$ cat src/rtl/irq_pkg.sv
// rtl/irq_pkg.sv - shared types, constants and helpers for the interrupt scheduler
package irq_pkg;

    localparam int NUM_IRQ = 7;
    localparam int VEC_W   = 3;
    localparam logic [VEC_W-1:0]   VEC_NONE = '0;
    localparam logic [NUM_IRQ-1:0] MASK_RST = 7'h7F;

    typedef enum logic [1:0] {
        IDLE    = 2'd0,
        REQ     = 2'd1,
        SERVICE = 2'd2
    } irq_state_e;

    // Vector numbers are 1-based; vector 0 maps to an all-zero mask.
    function automatic logic [NUM_IRQ-1:0] vec_onehot(input logic [VEC_W-1:0] vec);
        logic [NUM_IRQ-1:0] oh;
        oh = '0;
        for (int i = 1; i <= NUM_IRQ; i++) begin
            if (vec == VEC_W'(i)) oh[i-1] = 1'b1;
        end
        return oh;
    endfunction

    function automatic logic [VEC_W-1:0] next_vec(input logic [VEC_W-1:0] vec);
        return (vec >= VEC_W'(NUM_IRQ)) ? VEC_W'(1) : vec + VEC_W'(1);
    endfunction

endpackage

$ cat src/rtl/irq_prio_sel.sv
// rtl/irq_prio_sel.sv - combinational circular priority search from a start vector
module irq_prio_sel
    import irq_pkg::*;
(
    input  logic [NUM_IRQ-1:0] eligible,
    input  logic [VEC_W-1:0]   start,
    output logic [VEC_W-1:0]   vector,
    output logic               valid
);

    always_comb begin
        logic [2:0] w_base;
        logic [2:0] w_idx;
        vector = VEC_NONE;
        valid  = 1'b0;
        w_base = (start == VEC_NONE) ? 3'd0 : start - 3'd1;
        w_idx  = 3'd0;
        for (int k = 0; k < NUM_IRQ; k++) begin
            w_idx = 3'((int'(w_base) + k) % NUM_IRQ);
            if (!valid && eligible[w_idx]) begin
                valid  = 1'b1;
                vector = w_idx + 3'd1;
            end
        end
    end

endmodule

$ cat src/rtl/irq_sched.sv
// rtl/irq_sched.sv - edge-triggered 7-vector interrupt scheduler (IDLE/REQ/SERVICE)
// Optional IRQ_ROUND_ROBIN_EN: rotating priority starting after the last acknowledged vector.
module irq_sched
    import irq_pkg::*;
(
    input  logic               clk,
    input  logic               rst,
    input  logic [NUM_IRQ-1:0] irq_in,
    input  logic               mask_we,
    input  logic [NUM_IRQ-1:0] mask_wdata,
    input  logic               irq_ack,
    input  logic               eoi,
    output logic               irq_req,
    output logic [VEC_W-1:0]   irq_vec,
    output logic               busy,
    output logic [NUM_IRQ-1:0] pending,
    output logic [NUM_IRQ-1:0] mask
);

    irq_state_e         r_state;
    logic [NUM_IRQ-1:0] r_irq_d;
    logic [NUM_IRQ-1:0] r_pending;
    logic [NUM_IRQ-1:0] r_mask;
    logic               r_req;
    logic               r_busy;
    logic [VEC_W-1:0]   r_vec;

    logic [NUM_IRQ-1:0] w_rise;
    logic [NUM_IRQ-1:0] w_clr;
    logic [NUM_IRQ-1:0] w_eligible;
    logic [VEC_W-1:0]   w_start;
    logic [VEC_W-1:0]   w_sel;
    logic               w_sel_valid;
    logic               w_ack;

    assign w_rise     = irq_in & ~r_irq_d;
    assign w_eligible = r_pending & r_mask;
    assign w_ack      = (r_state == REQ) && irq_ack;
    assign w_clr      = w_ack ? vec_onehot(r_vec) : '0;

`ifdef IRQ_ROUND_ROBIN_EN
    logic [VEC_W-1:0] r_last;

    always_ff @(posedge clk or negedge rst) begin
        if (!rst) begin
            r_last <= VEC_W'(NUM_IRQ);
        end else if (w_ack) begin
            r_last <= r_vec;
        end
    end

    assign w_start = next_vec(r_last);
`else
    assign w_start = VEC_W'(1);
`endif

    irq_prio_sel u_prio_sel (
        .eligible (w_eligible),
        .start    (w_start),
        .vector   (w_sel),
        .valid    (w_sel_valid)
    );

    // Clearing on ack and setting on a fresh edge share one update so a
    // coincident edge on the acknowledged vector re-pends it.
    always_ff @(posedge clk or negedge rst) begin
        if (!rst) begin
            r_state   <= IDLE;
            r_irq_d   <= '0;
            r_pending <= '0;
            r_mask    <= MASK_RST;
            r_req     <= 1'b0;
            r_busy    <= 1'b0;
            r_vec     <= VEC_NONE;
        end else begin
            r_irq_d   <= irq_in;
            r_pending <= (r_pending & ~w_clr) | w_rise;
            if (mask_we) r_mask <= mask_wdata;
            case (r_state)
                IDLE: begin
                    if (w_sel_valid) begin
                        r_vec   <= w_sel;
                        r_req   <= 1'b1;
                        r_state <= REQ;
                    end
                end
                REQ: begin
                    if (irq_ack) begin
                        r_req   <= 1'b0;
                        r_busy  <= 1'b1;
                        r_state <= SERVICE;
                    end
                end
                SERVICE: begin
                    if (eoi) begin
                        r_busy  <= 1'b0;
                        r_vec   <= VEC_NONE;
                        r_state <= IDLE;
                    end
                end
                default: begin
                    r_req   <= 1'b0;
                    r_busy  <= 1'b0;
                    r_vec   <= VEC_NONE;
                    r_state <= IDLE;
                end
            endcase
        end
    end

    assign irq_req = r_req;
    assign irq_vec = r_vec;
    assign busy    = r_busy;
    assign pending = r_pending;
    assign mask    = r_mask;

endmodule

$ cat config.mk
export PLATFORM = sky130hd
export DESIGN_NAME = irq_sched
export DESIGN_NICKNAME = d
export VERILOG_FILES = /design/src/rtl/irq_pkg.sv /design/src/rtl/irq_prio_sel.sv /design/src/rtl/irq_sched.sv
export SDC_FILE = /design/constraint.sdc
export NUM_CORES = 1
export LEC_CHECK = 0
export CAP_MARGIN = 20
export CORE_MARGIN = 3
export CORE_UTILIZATION = 40
export CTS_CLUSTER_DIAMETER = 200
export CTS_CLUSTER_SIZE = 12
export DETAILED_ROUTE_END_ITERATION = 10
export GPL_TIMING_DRIVEN = 0
export PLACE_DENSITY = 0.79
export SETUP_SLACK_MARGIN = 0.3
export SYNTH_ARGS = -nofsm -noshare
export SYNTH_HDL_FRONTEND = slang
export SYNTH_SLANG_ARGS = --single-unit
$ cat constraint.sdc
create_clock -name clk -period 1.25 [get_ports clk]
set_input_delay 0.375 -clock clk [delete_from_list [all_inputs] [get_ports clk]]
set_output_delay 0.375 -clock clk [all_outputs]
set_load 0.03 [all_outputs]
After elaboration in Yosys (flattened, before gate mapping)
Cells that the tools add are included.
{"block": "totals", "reg_bits": 28, "latchBits": 0, "mem_bits_rw": 0, "mem_bits_ro": 0, "in_bits": 19, "out_inout_bits": 19, "wordCells": 81, "mem_count": 0}
{"block": "classes", "add_sub_neg": 0, "mul": 0, "div_mod_pow": 0, "order_cmp": 0, "eq_ne": 12, "shift": 0, "n_mux": 35, "bitwise_logic": 9, "reduce_logical": 18}
{"op": "$mux W3", "n": 8}
{"op": "$and A7 B7 Y7", "n": 3}
{"op": "$mux W1", "n": 19}
{"op": "$not A7 Y7", "n": 2}
{"op": "$eq A3 B3 Y1 const B", "n": 4}
{"op": "$reduce_and A3 Y1", "n": 4}
{"op": "$pmux W3 S3", "n": 1}
{"op": "$logic_and A1 B1 Y1", "n": 7}
{"op": "$mux W7", "n": 1}
{"op": "$or A7 B7 Y7", "n": 1}
{"op": "$eq A3 B2 Y1 const B", "n": 2}
{"op": "$logic_not A1 Y1", "n": 6}
{"op": "$mux W2", "n": 3}
{"op": "$pmux W1 S3", "n": 2}
{"op": "$pmux W2 S3", "n": 1}
{"op": "$ne A2 B2 Y1 const B", "n": 2}
{"op": "$eq A3 B1 Y1 const B", "n": 1}
{"op": "$not A1 Y1", "n": 3}
{"op": "$eq A2 B1 Y1 const B", "n": 1}
{"op": "$eq A2 B2 Y1 const B", "n": 1}
{"op": "$logic_not A2 Y1", "n": 1}
{"op": "$ne A2 B1 Y1 const B", "n": 1}

Longest topological paths before layout
Gate-level depths: netlist of the first run.
{"block": "logic_depth", "ltp_word": 22, "mapped_depth": 5, "mapped_depth_nobuf": 4}

By module
From an unflattened synthesis of the first run, not the netlist that was laid out.
{"block": "hier_totals", "cells_unflattened": 429, "hier_area_um2": 3498.4}
{"module": "irq_prio_sel", "instances": 1, "cells_per_inst": 331, "area_each_um2": 2323.5, "seq_area_each_um2": 0.0}
{"module": "irq_sched", "instances": 1, "cells_per_inst": 98, "area_each_um2": 1174.9, "seq_area_each_um2": 709.4}

Worst setup path after synthesis of the first run
OpenSTA, ideal clock, no wires.
{"block": "synth_timing", "path_kind": "flip-flop to flip-flop", "from": "register r_mask[5] (netlist: mask[5])", "to": "register r_vec[0] (netlist: irq_vec[0])", "setup_ps": 66, "arrival_time_ps": 1352, "required_ps": 1184, "path_slack_ps": -168, "stages_incl_launch_ff": 5, "path_buffers": 0, "period_less_slack_ps": 1418, "cell_sequence": "dfstp_2 > a22oi_2 > nor2b_4 > a311oi_2 > a22o_1"}
{"block": "synth_between", "elab_chain_cells": 8, "word_cells_on_any_way": 12, "cone_classes": "eq/ne (1); mux (6); bitwise (1); reduce/logical (4)"}
{"element": "start, declared", "line_no": "irq_sched.sv:23", "text": "logic [NUM_IRQ-1:0] r_mask;"}
{"element": "start signal, assigned", "line_no": "irq_sched.sv:78", "text": "if (mask_we) r_mask <= mask_wdata;"}
{"element": "$and A7 B7 Y7 *", "line_no": "irq_sched.sv:37", "text": "assign w_eligible = r_pending & r_mask;"}
{"element": "$logic_and A1 B1 Y1 *", "line_no": "irq_prio_sel.sv:20", "text": "if (!valid && eligible[w_idx]) begin"}
{"element": "$mux W1", "line_no": "irq_prio_sel.sv:20"}
{"element": "$logic_not A1 Y1", "line_no": "irq_prio_sel.sv:20"}
{"element": "$logic_and A1 B1 Y1", "line_no": "irq_prio_sel.sv:20"}
{"element": "$mux W3 or $mux W1 (tied branches)", "line_no": "irq_prio_sel.sv:20"}
{"element": "$mux W3 or $ne A2 B1 Y1 (tied branches)"}
{"element": "$pmux W3 S3 or $reduce_and A3 Y1 (tied branches)"}
{"element": "end signal, assigned", "line_no": "irq_sched.sv:82", "text": "r_vec <= w_sel;"}
{"element": "end, declared", "line_no": "irq_sched.sv:26", "text": "logic [VEC_W-1:0] r_vec;"}
Mark *: on every way between the ends. The rest lies on a longest branch, timed or not. The select of a mux whose other input is x is not followed.
A chain may end at the register's enable or synchronous reset.

Worst setup path after layout of the first run
{"block": "layout_timing", "from": "register r_mask[3] (netlist: mask[3])", "to": "register r_vec[0] (netlist: irq_vec[0])"}
{"block": "layout_between", "elab_chain_cells": 14, "word_cells_on_any_way": 20, "cone_classes": "eq/ne (1); mux (10); bitwise (1); reduce/logical (8)"}
{"element": "$and A7 B7 Y7 *", "line_no": "irq_sched.sv:37"}
{"element": "$logic_and A1 B1 Y1 *", "line_no": "irq_prio_sel.sv:20"}
{"element": "$mux W1", "line_no": "irq_prio_sel.sv:20"}
{"element": "$logic_not A1 Y1", "line_no": "irq_prio_sel.sv:20"}
{"element": "$logic_and A1 B1 Y1", "line_no": "irq_prio_sel.sv:20"}
{"element": "$mux W1", "line_no": "irq_prio_sel.sv:20"}
{"element": "$logic_not A1 Y1", "line_no": "irq_prio_sel.sv:20"}
{"element": "$logic_and A1 B1 Y1", "line_no": "irq_prio_sel.sv:20"}
{"element": "$mux W1", "line_no": "irq_prio_sel.sv:20"}
{"element": "$logic_not A1 Y1", "line_no": "irq_prio_sel.sv:20"}
{"element": "$logic_and A1 B1 Y1", "line_no": "irq_prio_sel.sv:20"}
{"element": "$mux W3 or $mux W1 (tied branches)", "line_no": "irq_prio_sel.sv:20"}
{"element": "$mux W3 or $ne A2 B1 Y1 (tied branches)"}
{"element": "$pmux W3 S3 or $reduce_and A3 Y1 (tied branches)"}
Marks and branches as above.

==> run_results.csv, run 1 <==
group,metric,value,unit
layout,antenna_cells,0,
global_routing,first_global_vias,1048,
critical_path,worstPathArrival,1.66,ns
floorplan,design.die.area,3641,um^2
global_routing,grt_use_met3,0.01915,
floorplan,core_area,2781,um^2
clock_tree,cts.sinks,28,
timing,drv_slew,0,
floorplan,rows,19,
layout,nets,181,
critical_path,critical_path_required,1.47,ns
critical_path,end_kind,"register",
route,vias,1032,
layout,layout_commonest_cell,"buf_6",
timing,setup_violations,28,
timing,fin_crit_sh,1.150,
timing,relSlewSlack,0.6380,
critical_path,reg2reg_depth,5,
synth,synth.distinct_cells,31,
timing,rsz0062_at_grt,"yes",
route,ant_nets,0,
timing,finalHoldViolations,0,
clock_tree,cts_tree,"done",
clock_tree,clock_latency,0.34,ns
place,dpl.hpwl,2041,um
place,placed_area,1624,um^2
global_routing,met1_usage,0.2308,
route,via_per_inst,5.375,
critical_path,cpPeakStageDelay,0.41,ns
timing,fin_skew,0.01777,ns
layout,drive_above_1_share,0.5466,
critical_path,critical_path.top_delay_family,"compound AO/OA/AOI/OAI gates",
synth,synth.avg_cell_area,12.05,um^2
route,post_drt_wl_per_cell,16.22,um
global_routing,overflow,0,
critical_path,worstSetupStartpointType,"register",
place,place_ws,-0.4042,ns
pwr,power_density,1899,nW/um^2
critical_path,crit_chain,"buf_6 > a22o_4 > nor2b_4 > a311oi_4 > a22o_1",
pwr,ir_drop,0.001569,V
global_routing,grt_use_total,0.1877,
pwr,p_switching,1.412,mW
timing,fmax,695.5,MHz
floorplan,die_x,60.34,um
layout,fin_area,1916,um^2
route,totalWireLength,3114,um
global_routing,use_met2,0.3364,
timing,worstMarginPinSlew,0.5431,ns
critical_path,path_depth,5,
critical_path,critPathKind,"reg2reg",
place,io_buffers,36,
global_routing,antenna_found_initial,0,
synth,yosys_warnings,0,
worst_hold_path,min_path_type,"in2async",
layout,area_growth,62.18,%
clock_tree,cts_made_buffers,3,
timing,whs,0.09785,ns
synth,synth_nets,117,
synth,synth_enable_flop_cells,0,
clock_tree,h-tree-depth,1,
pwr,seqPwrFrac,0.353,
status,status,"finished with violations",
floorplan,start_util,0.4247,
global_routing,grt_max_degree,20,
critical_path,worstPathMaxFanout,4,
floorplan,die_y,60.34,um
pwr,power,3.638,mW
status,violations,"setup timing",
synth,async_flop_share,1.000,
synth,synth_flop_cell,"dfrtp_1",
clock_tree,hold_buffers,0,
place,gp_congestion,0.8427,
global_routing,grt-busiest-layer,"met2",
floorplan,num_io_pins,38,
pwr,leakage,0.8294,nW
pwr,clkPwrFrac,0.106,
clock_tree,clk_pin_slew,0.15,ns
synth,yosysSeqAreaShare,0.6006,
pwr,power.internal,2.226,mW
clock_tree,cts_buffer_depth,2,
timing,fin_crit,1.438,ns
pwr,share_comb_of_total_power,0.541,
pwr,p_sw_frac,0.3882,
layout,mostFrequentLayoutCells,"buf_6 (24), buf_4 (19), dfrtp_1 (15), clkdlybuf4s50_1 (15), o21ai_1 (12)",
global_routing,grt_pass1_wl,4940,um
clock_tree,clock-root-buffer,"clkbuf_4",
synth,synth_cells,98,
synth,synth-seq-cells,28,
route,drc_errors,0,
critical_path,cp.buffers_inverters,1,
route,drt_iter0_markers,29,
synth,netlist_area,1181,um^2
timing,setup_slack,-0.1878,ns
flow_run,max_cap_violations,0,
critical_path,slowest_stage,"dfstp_2",
route,first_pass_iters,6,
power groups by stage:
stage / Combinational, mW / Clock [mW] / Sequential [mW]
4_1_cts: 1.78 / 0.392 / 1.28
3_5_place_dp: 1.34 / 0 / 1.33
2_1_floorplan: 0.561 / 0 / 1.58
5_1_grt: 2.08 / 0.439 / 1.31
3_3_place_gp: 1.30 / 0 / 1.32
6_report: 1.97 / 0.387 / 1.28
stage by stage:
step	util	setup TNS (ns)	std cells
finish	0.6887	-2.199	192
global route	0.6887	-3.556	192
CTS	0.6676	-2.071	190
detailed placement	0.5839	-8.928	166
global placement	0.5740	-21.89	165
floorplan	-	-0.1764	98
kinds of logic after synthesis:
family | synth area share
compound gates | 0.1907
mux | 0.07522
simple gates | 0.09111
flops | 0.6006
buf+inv | 0.04237
synth_stat cells, types with 2 or more instances:
library cell / number / area (um^2)
a22o_1: 2 / 17.52
dfrtp_1: 21 / 525.5
dfstp_2: 7 / 183.9
inv_1: 8 / 30.03
mux2_2: 7 / 78.83
nand2_1: 9 / 33.78
nand2b_1: 2 / 12.51
nor2_1: 2 / 7.510
o21ai_0: 11 / 55.05
o21ai_1: 8 / 40.04
flip-flops by register name, indices dropped and copies added, names as in the netlist:
signal and cells:
r_state 2, mask 7, pending 7, busy 1, irq_req 1, r_irq_d 7, irq_vec 3
path summary, 6_finish.rpt:
kind	startpoint	end	slack, ns
max in group asynchronous	rst	mask[0]$_DFFE_PN1P_	0.57
hold reg to reg	r_irq_d[3]$_DFF_PN0_	pending[3]$_DFF_PN0_	0.42
setup reg to reg	mask[3]$_DFFE_PN1P_	irq_vec[0]$_DFFE_PN0P_	-0.19
setup / recovery	mask[3]$_DFFE_PN1P_	irq_vec[0]$_DFFE_PN0P_	-0.19
min in group clk	mask_we	mask[1]$_DFFE_PN1P_	0.40
hold / removal	rst	r_irq_d[4]$_DFF_PN0_	0.1
final cells by class:
| class | instances | area, um^2 |
|---|---|---|
| buffer | 3 | 30.03 |
| clock buffer | 4 | 26.28 |
| fill | 207 | 865.8 |
| inverter | 8 | 30.03 |
| multi-input combinational | 59 | 488.0 |
| sequential | 28 | 716.9 |
| tap | 31 | 38.79 |
| timing repair buffer | 59 | 585.6 |
per-layer routing:
layer  part of all wire  wire length (um)
met5                  0                 0
met4              0.011                35
met3              0.060               187
met2               0.54              1694
met1               0.38              1196
timing repair:
action / CTS / global route
endpoints found under the setup margin: 38 / 33
resized for setup: 149 / 13
setup buffers: 20 / 2
pin swaps: 5 / 5
Note: power is estimated with default switching activity, not from simulation.
==> inputs of run 2 (changes only) <==
- SETUP_SLACK_MARGIN: 0.3 -> 0.15
==> run_results.csv, run 2 (synthesis results as in run 1) <==
group,metric,value,unit
route,ant_nets,0,
route,via_per_inst,5.426,
status,status,"finished with violations",
timing,fin_crit_sh,1.169,
floorplan,design.die.area,3641,um^2
layout,fin_util,0.7022,
worst_hold_path,min_path_type,"in2async",
layout,area_growth,65.36,%
clock_tree,clock_latency,0.34,ns
critical_path,slowest_stage,"dfstp_2",
critical_path,crit_chain,"buf_6",
timing,setup_slack,-0.2118,ns
clock_tree,clock-root-buffer,"clkbuf_4",
critical_path,reg2reg_slack,-0.15,ns
route,vias,1058,
status,violations,"setup timing",
timing,drv_slew,0,
pwr,leakage,0.8490,nW
route,post_drt_wl_per_cell,17.77,um
floorplan,num_io_pins,38,
place,placed_area,1607,um^2
pwr,power,3.875,mW
route,drc_errors,0,
critical_path,reg2reg_depth,4,
layout,antenna_cells,0,
critical_path,end_kind,"output port",
pwr,ir_drop,0.001982,V
timing,finalHoldViolations,0,
place,placed_cells,166,
critical_path,critical_path_required,0.88,ns
floorplan,rows,19,
layout,mostFrequentLayoutCells,"buf_6 (27), buf_4 (19), clkdlybuf4s50_1 (16), dfrtp_1 (15), o21ai_1 (13)",
place,dpl.hpwl,1974,um
global_routing,first_global_vias,1064,
critical_path,worstPathMaxFanout,3,
floorplan,start_util,0.4247,
timing,fin_skew,0.002009,ns
layout,drive_above_1_share,0.5488,
place,place_ws,-0.4612,ns
layout,layout.cells.non_filler,195,
global_routing,use_met2,0.3765,
flow_run,max_cap_violations,0,
global_routing,overflow,0,
critical_path,worstSetupStartpointType,"register",
global_routing,antenna_found_initial,0,
layout,layout_commonest_cell,"buf_6",
clock_tree,h-tree-depth,1,
route,totalWireLength,3466,um
critical_path,r2r_end,"irq_vec[0]$_DFFE_PN0P_",
global_routing,grt_use_total,0.2090,
route,first_pass_iters,4,
timing,setup_violations,28,
place,gp_congestion,0.8493,
clock_tree,cts_tree,"done",
timing,worstMarginPinSlew,0.6747,ns
place,io_buffers,36,
floorplan,die_y,60.34,um
clock_tree,cts.sinks,28,
critical_path,cp.buffers_inverters,1,
global_routing,grt_use_met3,0.03617,
timing,fin_crit,1.462,ns
critical_path,worstPathArrival,1.09,ns
route,drt_iter0_markers,30,
global_routing,grt_max_degree,16,
layout,fin_area,1953,um^2
layout,nets,184,
timing,fin_setup_tns,-2.553,ns
clock_tree,clk_pin_slew,0.15,ns
clock_tree,hold_buffers,0,
floorplan,die_x,60.34,um
timing,rsz0062_at_grt,"yes",
floorplan,core_area,2781,um^2
critical_path,critical_path.top_delay_family,"flip-flops",
timing,relSlewSlack,0.5488,
timing,whs,0.4179,ns
critical_path,reg2reg_from,"pending[5]$_DFF_PN0_",
clock_tree,cts_buffer_depth,2,
critical_path,critPathKind,"reg2out",
clock_tree,cts_made_buffers,3,
global_routing,grt_pass1_wl,5306,um
pwr,power_density,1984,nW/um^2
critical_path,cpPeakStageDelay,0.61,ns
global_routing,met1_usage,0.2369,
global_routing,grt-busiest-layer,"met2",
timing,fmax,684.1,MHz
==> run 2: what timing repair did <==
action                     CTS  global route
pin swaps                   11             6
resized for setup          156             9
setup endpoints to repair   31            31
buffers inserted            22             3
==> run 2: layout make-up <==
| type | count | area [um^2] |
|---|---|---|
| inverter | 8 | 30.03 |
| buffer | 3 | 26.28 |
| fill | 184 | 828.3 |
| tap | 31 | 38.79 |
| clock buffer | 4 | 36.28 |
| timing repair buffer | 62 | 608.1 |
| sequential | 28 | 716.9 |
| multi-input combinational | 59 | 496.7 |
==> run 2: power breakdown <==
group          switching (mW)  total (mW)  internal [mW]
combinational            1.07        2.13           1.06
clock                   0.274       0.453          0.179
sequential              0.164        1.29           1.12
total                    1.51        3.87           2.36
==> run 2: worst max-delay path by stage <==
stage	from	to	cells after the start
finish	mask[5]$_DFFE_PN1P_	mask[5]	1
global route	mask[5]$_DFFE_PN1P_	mask[5]	1
CTS	mask[5]$_DFFE_PN1P_	mask[5]	1
detailed placement	irq_ack	pending[3]$_DFF_PN0_	4
global placement	rst	pending[4]$_DFF_PN0_	1
floorplan	mask[5]$_DFFE_PN1P_	irq_vec[0]$_DFFE_PN0P_	4
==> run 2: layer usage <==
layer	part of all wire	vias up	wire length (um)
met2	0.53	53	1851
li1	-	477	-
met5	0	-	0
met1	0.38	520	1305
met3	0.068	8	235
met4	0.021	0	74
==> variant, RTL diff (config.mk and constraints of run 1) <==
`NUM_IRQ`: 7 -> 8.
--- a/src/rtl/irq_pkg.sv
+++ b/src/rtl/irq_pkg.sv
@@ -3,3 +3,3 @@
 
-    localparam int NUM_IRQ = 7;
+    localparam int NUM_IRQ = 8;
     localparam int VEC_W   = 3;
Ports: changed (resized irq_in, mask, mask_wdata and pending); port bits go from 38 to 42. No check against the original RTL was run, so the function may have changed too.
==> variant against run 1 <==
The run still ends with negative setup slack left. Sequential cell count grew 3. Final area grew 10%. Critical path depth shrank 4. Sequential power grew 12%. Clock power grew 48%. Synthesized area grew 6.3%. Sequential share of layout area grew 0.26 points. Synthesized cell count grew 12%. Wire length grew 7.6%. Total power grew 9.3%. Worst setup slack gained 11 ps. Critical endpoint is now mask[1]. Largest power group unchanged.
==> variant: results (changes against run 1) <==
[sta]
slew_headroom_pct = 51.0  ; -13 points
setup-tns-final_ps = -1990  ; +205 ps
skew_ps = 16.2  ; -1.54 ps
setup_viol = 26  ; -7.1%
postLayoutSetupSlackWorst_ps = -177  ; +11.0 ps

[final_layout]
n_all_inverters = 12  ; +4
clockNetworkAreaShare_pct = 2.55  ; +1.2 points
nMultiInputCombCells = 65  ; +10%
buf_share_pct = 30.8  ; -1.3 points
nFillCells = 196  ; -5.3%
n_clock_buffer = 6  ; +2
drive_above_1_share_pct = 55.2  ; +0.59 points

[grt]
use_met2_pct = 29.0  ; -4.6 points
use_met1_pct = 20.6  ; -2.5 points
grt_pass1_wl_um = 4840  ; -2.1%

[synthesis]
synthMuxAreaShare_pct = 7.18  ; -0.34 points
ys_seq_area_share_pct = 62.5  ; +2.4 points
synth_cells = 110  ; +12%
synth_fp_nets = 131  ; +12%

[setup_path]
crit_fanout = 3  ; -1
cpLargestDelayFamily = flip-flops
reg2reg_from = r_state[1]

[routing]
detail_route.iter0.violations = 35  ; +21%
wl_met2_um = 1710  ; +0.77%
routed-wl-met3_um = 265  ; +42%

[placed_design]
port_buffers = 40  ; +11%
dp_cells = 193  ; +16%

[outcome]
violations = negative setup slack
status = finished with violations

[clock_network]
cts_max_level = 2  ; +1
path_clk_slew_ps = 110  ; -40 ps

## variant: worst paths after layout
| check | to | slack, ps |
|---|---|---|
| worst max-delay path | mask[1] | -180 |
| min in group clk | mask[2] | 340 |
| worst min register to register | pending[6] | 420 |
| max in group asynchronous | mask[6] | 430 |
| worst min-delay path | irq_vec[2] | 190 |
| worst max register to register | irq_vec[0] | -140 |
## variant: power by group through the flow
| stage | Combinational (mW) | Clock (mW) | Sequential [mW] |
|---|---|---|---|
| floorplan | 0.461 | 0 | 1.72 |
| global placement | 1.24 | 0 | 1.45 |
| detailed placement | 1.27 | 0 | 1.46 |
| CTS | 1.64 | 0.588 | 1.43 |
| global route | 2.10 | 0.648 | 1.46 |
| finish | 1.97 | 0.571 | 1.44 |
## variant: per-stage QoR
step                util (%)  hold slack, ps  instance area, um^2
floorplan                  -            79.4                 1280
global placement        60.3             390                 1730
detailed placement      61.2             398                 1760
CTS                     69.2             188                 1990
global route            73.3             211                 2110
finish                  73.3             188                 2110
